$ cat config.mk
export PLATFORM = sky130hd
export DESIGN_NAME = srl16_fifo_reader
export DESIGN_NICKNAME = d
export VERILOG_FILES = /design/src/rtl/srl_fifo_pkg.sv /design/src/rtl/srl16_word.sv /design/src/rtl/srl16e.sv /design/src/rtl/srl16_fifo_reader.sv
export SDC_FILE = /design/constraint.sdc
export NUM_CORES = 1
export LEC_CHECK = 0
export CORE_MARGIN = 2
export CORE_UTILIZATION = 45
export CTS_BUF_LIST = sky130_fd_sc_hd__clkbuf_8
export CTS_CLUSTER_SIZE = 24
export DETAILED_ROUTE_END_ITERATION = 10
export DONT_BUFFER_PORTS = 1
export PLACE_DENSITY = 0.61
export SLEW_MARGIN = 20
export SYNTH_ARGS = -nofsm -noshare
export SYNTH_HDL_FRONTEND = slang
export SYNTH_SLANG_ARGS = --single-unit
$ cat constraint.sdc
create_clock -name CLK -period 6.35 [get_ports CLK]
set_clock_uncertainty 0.15 [all_clocks]
set_input_delay 1.5875 -clock CLK [delete_from_list [all_inputs] [get_ports CLK]]
set_output_delay 1.5875 -clock CLK [all_outputs]
set_load 0.02 [all_outputs]
$ cat src/rtl/srl_fifo_pkg.sv
// Shared constants and pointer-update encoding for the SRL16-backed FIFO read controller.
package srl_fifo_pkg;

  localparam int unsigned SRL_DEPTH = 16;
  localparam int unsigned PTR_W     = 4;
  localparam int unsigned LEVEL_W   = 5;

  localparam logic [PTR_W-1:0] PTR_LAST = PTR_W'(SRL_DEPTH - 1);

  // Pointer/flag update selector, encoded as {push, load}.
  typedef enum logic [1:0] {
    UpdIdle = 2'b00,
    UpdLoad = 2'b01,
    UpdPush = 2'b10,
    UpdBoth = 2'b11
  } upd_e;

  function automatic upd_e upd_sel(input logic push, input logic load);
    return upd_e'({push, load});
  endfunction

endpackage

$ cat src/rtl/srl16_word.sv
// WIDTH-wide addressable shift register built from one SRL16E per bit; CE and address shared.
module srl16_word
  import srl_fifo_pkg::*;
#(
  parameter int unsigned WIDTH = 8
) (
  input  logic             CLK,
  input  logic             CE,
  input  logic [WIDTH-1:0] D,
  input  logic [PTR_W-1:0] A,
  output logic [WIDTH-1:0] Q
);

  for (genvar g = 0; g < WIDTH; g++) begin : g_bit
    srl16e u_srl (
      .CLK (CLK),
      .CE  (CE),
      .D   (D[g]),
      .A   (A),
      .Q   (Q[g])
    );
  end

endmodule

$ cat src/rtl/srl16e.sv
// Behavioural model of a single-bit 16-deep SRL16E: shift on CE, asynchronous addressed read.
module srl16e (
  input  logic       CLK,
  input  logic       CE,
  input  logic       D,
  input  logic [3:0] A,
  output logic       Q
);

  logic [15:0] r_sr;

  always_ff @(posedge CLK) begin
    if (CE) begin
      r_sr <= {r_sr[14:0], D};
    end
  end

  assign Q = r_sr[A];

endmodule

$ cat src/rtl/srl16_fifo_reader.sv
// Read-side controller for a 16-deep SRL FIFO with a registered output stage (17 words total).
module srl16_fifo_reader
  import srl_fifo_pkg::*;
#(
  parameter int unsigned WIDTH = 8
) (
  input  logic               CLK,
  input  logic               RST_N,
  input  logic [WIDTH-1:0]   IN_DATA,
  input  logic               IN_VALID,
  output logic               IN_READY,
  output logic [WIDTH-1:0]   OUT_DATA,
  output logic               OUT_VALID,
  input  logic               OUT_READY,
  output logic [LEVEL_W-1:0] LEVEL
);

  logic [PTR_W-1:0]   r_ptr;
  logic               r_srl_empty;
  logic               r_out_valid;
  logic [WIDTH-1:0]   r_out_data;
  logic [LEVEL_W-1:0] r_level;

  logic               w_srl_full;
  logic               w_push;
  logic               w_load;
  logic               w_pop;
  logic [WIDTH-1:0]   w_srl_q;
  upd_e               w_upd;

  // Readiness depends only on registered state, never on OUT_READY.
  assign w_srl_full = !r_srl_empty && (r_ptr == PTR_LAST);
  assign w_push     = IN_VALID && !w_srl_full;
  assign w_load     = !r_srl_empty && (!r_out_valid || OUT_READY);
  assign w_pop      = r_out_valid && OUT_READY;
  assign w_upd      = upd_sel(w_push, w_load);

  srl16_word #(
    .WIDTH (WIDTH)
  ) u_srl (
    .CLK (CLK),
    .CE  (w_push),
    .D   (IN_DATA),
    .A   (r_ptr),
    .Q   (w_srl_q)
  );

  always_ff @(posedge CLK) begin
    if (!RST_N) begin
      r_ptr       <= '0;
      r_srl_empty <= 1'b1;
    end else begin
      unique case (w_upd)
        UpdIdle: ;
        UpdPush: begin
          if (r_srl_empty) begin
            r_srl_empty <= 1'b0;
          end else begin
            r_ptr <= r_ptr + PTR_W'(1);
          end
        end
        UpdLoad: begin
          if (r_ptr == '0) begin
            r_srl_empty <= 1'b1;
          end else begin
            r_ptr <= r_ptr - PTR_W'(1);
          end
        end
        // Shift and read cancel: the oldest word stays at the same address.
        UpdBoth: ;
        default: ;
      endcase
    end
  end

  always_ff @(posedge CLK) begin
    if (!RST_N) begin
      r_out_valid <= 1'b0;
      r_out_data  <= '0;
    end else if (w_load) begin
      r_out_valid <= 1'b1;
      r_out_data  <= w_srl_q;
    end else if (w_pop) begin
      r_out_valid <= 1'b0;
    end
  end

  always_ff @(posedge CLK) begin
    if (!RST_N) begin
      r_level <= '0;
    end else if (w_push && !w_pop) begin
      r_level <= r_level + LEVEL_W'(1);
    end else if (!w_push && w_pop) begin
      r_level <= r_level - LEVEL_W'(1);
    end
  end

  assign IN_READY  = !w_srl_full;
  assign OUT_DATA  = r_out_data;
  assign OUT_VALID = r_out_valid;
  assign LEVEL     = r_level;

endmodule
==> results.yml <==
run_status:
  status: "completed"
cts:
  clk_pin_slew_ps: 80
  ctsResizeCount: 0
  cts_buffers: 17
  ctsHoldBuffers: 0
  cts_tree: "done"
  clk_latency_ps: 440
  clock_sinks: 147
  post-cts-setup-buffers: 0
  cts.path.max_buffers: 2
  cts_root_buf: "clkbuf_8"
  htreeDepth: 4
critical_path:
  critPathRequiredTime_ps: 6570
  reg2reg_slack_ps: 2920
  critPathLaunchType: "input pin"
  cp_max_fo: 51
  worst-setup-path-type: "input pin to flip-flop"
  reg2regPathDepth: 11
  arrival_ps: 3690
  end_kind: "flip-flop"
drt:
  first_pass_iters: 4
  routed_wl_um: 9411
  vias_per_cell: 5.376
  drt_iter0_markers: 160
  wl_per_cell_um: 18.45
  drc_errors: 0
  drtAntennaViolNets: 0
  num_vias: 2742
job:
  maxCapViolations: 0
final_layout:
  most-common-layout-cells: "edfxtp_1 (128), mux4_2 (32), nand2_1 (26)"
  seqCellArea_um2: 4225
  diodes: 0
  postLayoutCoreUtil_pct: 50.59
  fillers: 1051
  area_delta_synth_final_pct: 9.630
  multiInputGateArea_um2: 1488
  mostFrequentLayoutCell: "edfxtp_1"
  final_cell_area_um2: 6410
  instances_no_fill: 510
  layout.nets: 346
  drive_gt1_share_pct: 20.12
pwr:
  seq_power_share_pct: 57.6
  leakage_nw: 2.238
  power.switching_mw: 0.4209
  internal_power_mw: 1.589
  switching_share_pct: 20.95
  clkPwrFrac_pct: 37.7
  p_per_area_nw_per_um2: 313.5
  pwr-share-comb_pct: 4.7
  peakVddDrop_v: 0.0001472
placement:
  dpl_cell_area_um2: 5992
  gp_congestion: 0.8198
  portBuffers: 0
  place_inst: 478
  dp_hpwl_um: 5387
grt:
  groute.usage.overall_pct: 14.82
  grt_max_degree: 81
  grt_pass1_vias: 2770
  antenna_found_initial: 0
  grt_pass1_wl_um: 15460
  grt_overflow: 0
logic_synthesis:
  postSynthCellCount: 315
  syn_area_um2: 5847
  ys_ff_latch: 147
  syn_avg_cell_area_um2: 18.56
  synth_flop_cell: "edfxtp_1"
  synth-edff-count: 128
  synth_cell_types: 34
  yosysSeqAreaShare_pct: 72.24
  yosysWarnings: 0
  postSynth.asyncResetShare_pct: 0
  synth_nets: 336
floorplanning:
  core_um2: 12670
  die_area_um2: 13920
  die_width_um: 118.0
  rows: 41
  io_pins: 27
  start_util_pct: 46.14
  die-height_um: 118.0
sta:
  finalSetupTns_ps: 0
  report.final.hold_viol_count: 0
  slew_headroom_pct: 34.69
  timing.final.crit_share_pct: 54.60
  hold_slack_ps: 294.9
  fin_crit_ps: 3467
  rsz0062_at_grt: "no"
  setup_violations: 0
  tightest_slew_ps: 979.7
  slew_viol_final: 0
  max_freq_mhz: 288.4
min_path:
  min_path_cells: 0
  min_path_type: "flip-flop to flip-flop"
routing by layer:
layer | track usage [%] | up-vias | part of all wire, %
met3 | 5.329 | 13 | 5.0
met5 | 0 | - | 0
met4 | 6.099 | 0 | 1.7
met1 | 20.36 | 1411 | 47
li1 | - | 1254 | -
met2 | 21.55 | 64 | 46
critical path: stages:
cell and delay (ps):
and2_4 550, ha_1 340, inv_1 120, ha_1 320, a21o_1 190, a21oi_1 160, mux2i_1 230, mux2i_1 190
area by class of cell:
cell class,instances,share of cell area (%)
Sequential cell,147,65.92
Multi-Input combinational cell,146,23.21
Clock buffer,18,3.865
Tap cell,172,3.357
Clock inverter,14,2.655
Inverter,9,0.5270
Timing Repair Buffer,4,0.4685
Yosys cell counts, types with 3 or more instances:
cell type  number  area [µm²]
a211o_1         9       78.83
mux2i_1        11       110.1
dfxtp_1        19       380.4
ha_1            7       87.58
mux4_2         32       720.7
buf_2           4       20.02
a21oi_1        13       65.06
o21ai_0         3       15.01
nor2_1         11       41.29
nand2_1        26       97.59
inv_1           8       30.03
buf_6           4       45.04
xnor2_1         4       35.03
nand2b_1        3       18.77
and2_1          6       37.54
edfxtp_1      128        3844
nand3_1         5       25.02
state kept, by name, summed over array words and instances, names as in the netlist:
signal	cells
LEVEL	5
OUT_VALID	1
r_srl_empty	1
r_ptr	4
u_srl.g_bit.u_srl.r_sr	128
OUT_DATA	8
path summary, 6_finish.rpt:
| check | start | to |
|---|---|---|
| worst max-delay path | IN_VALID | LEVEL[4]$_SDFFE_PN0P_ |
| worst min-delay path | u_srl.g_bit[5].u_srl.r_sr[4]$_DFFE_PP_ | u_srl.g_bit[5].u_srl.r_sr[5]$_DFFE_PP_ |
| worst max register to register | r_ptr[2]$_SDFFE_PN0P_ | LEVEL[4]$_SDFFE_PN0P_ |
| worst min register to register | u_srl.g_bit[5].u_srl.r_sr[4]$_DFFE_PP_ | u_srl.g_bit[5].u_srl.r_sr[5]$_DFFE_PP_ |
per-stage QoR:
| step | total power [mW] | worst slack, ps |
|---|---|---|
| after floorplan | 1.245 | 1367 |
| after global placement | 1.268 | 2485 |
| after detailed placement | 1.273 | 2381 |
| after CTS | 2.033 | 2842 |
| after global routing | 2.092 | 2574 |
| final | 2.009 | 2883 |
logic make-up (layout without fill, tap and decap cells):
kind of cell             Yosys count  count (layout)  share of synthesized area [%]
multiplexers                      43              43                          14.21
buffers and inverters             22              45                          2.354
adder cells (fa/ha/maj)            9               9                          2.183
AND/OR/NAND/NOR                   56              56                          4.408
flip-flops                       147             147                          72.24
XOR/XNOR                           5               5                         0.7489
AO/OA/AOI/OAI                     33              33                          3.852
power groups by stage:
stage / Clock, mW / Sequential (mW) / Combinational, mW
global route: 0.822 / 1.16 / 0.107
detailed placement: 0 / 1.18 / 0.0959
global placement: 0 / 1.17 / 0.0929
CTS: 0.780 / 1.16 / 0.0960
finish: 0.758 / 1.16 / 0.0945
floorplan: 0 / 1.16 / 0.0804
No activity file was read; power rests on OpenSTA's default activity.
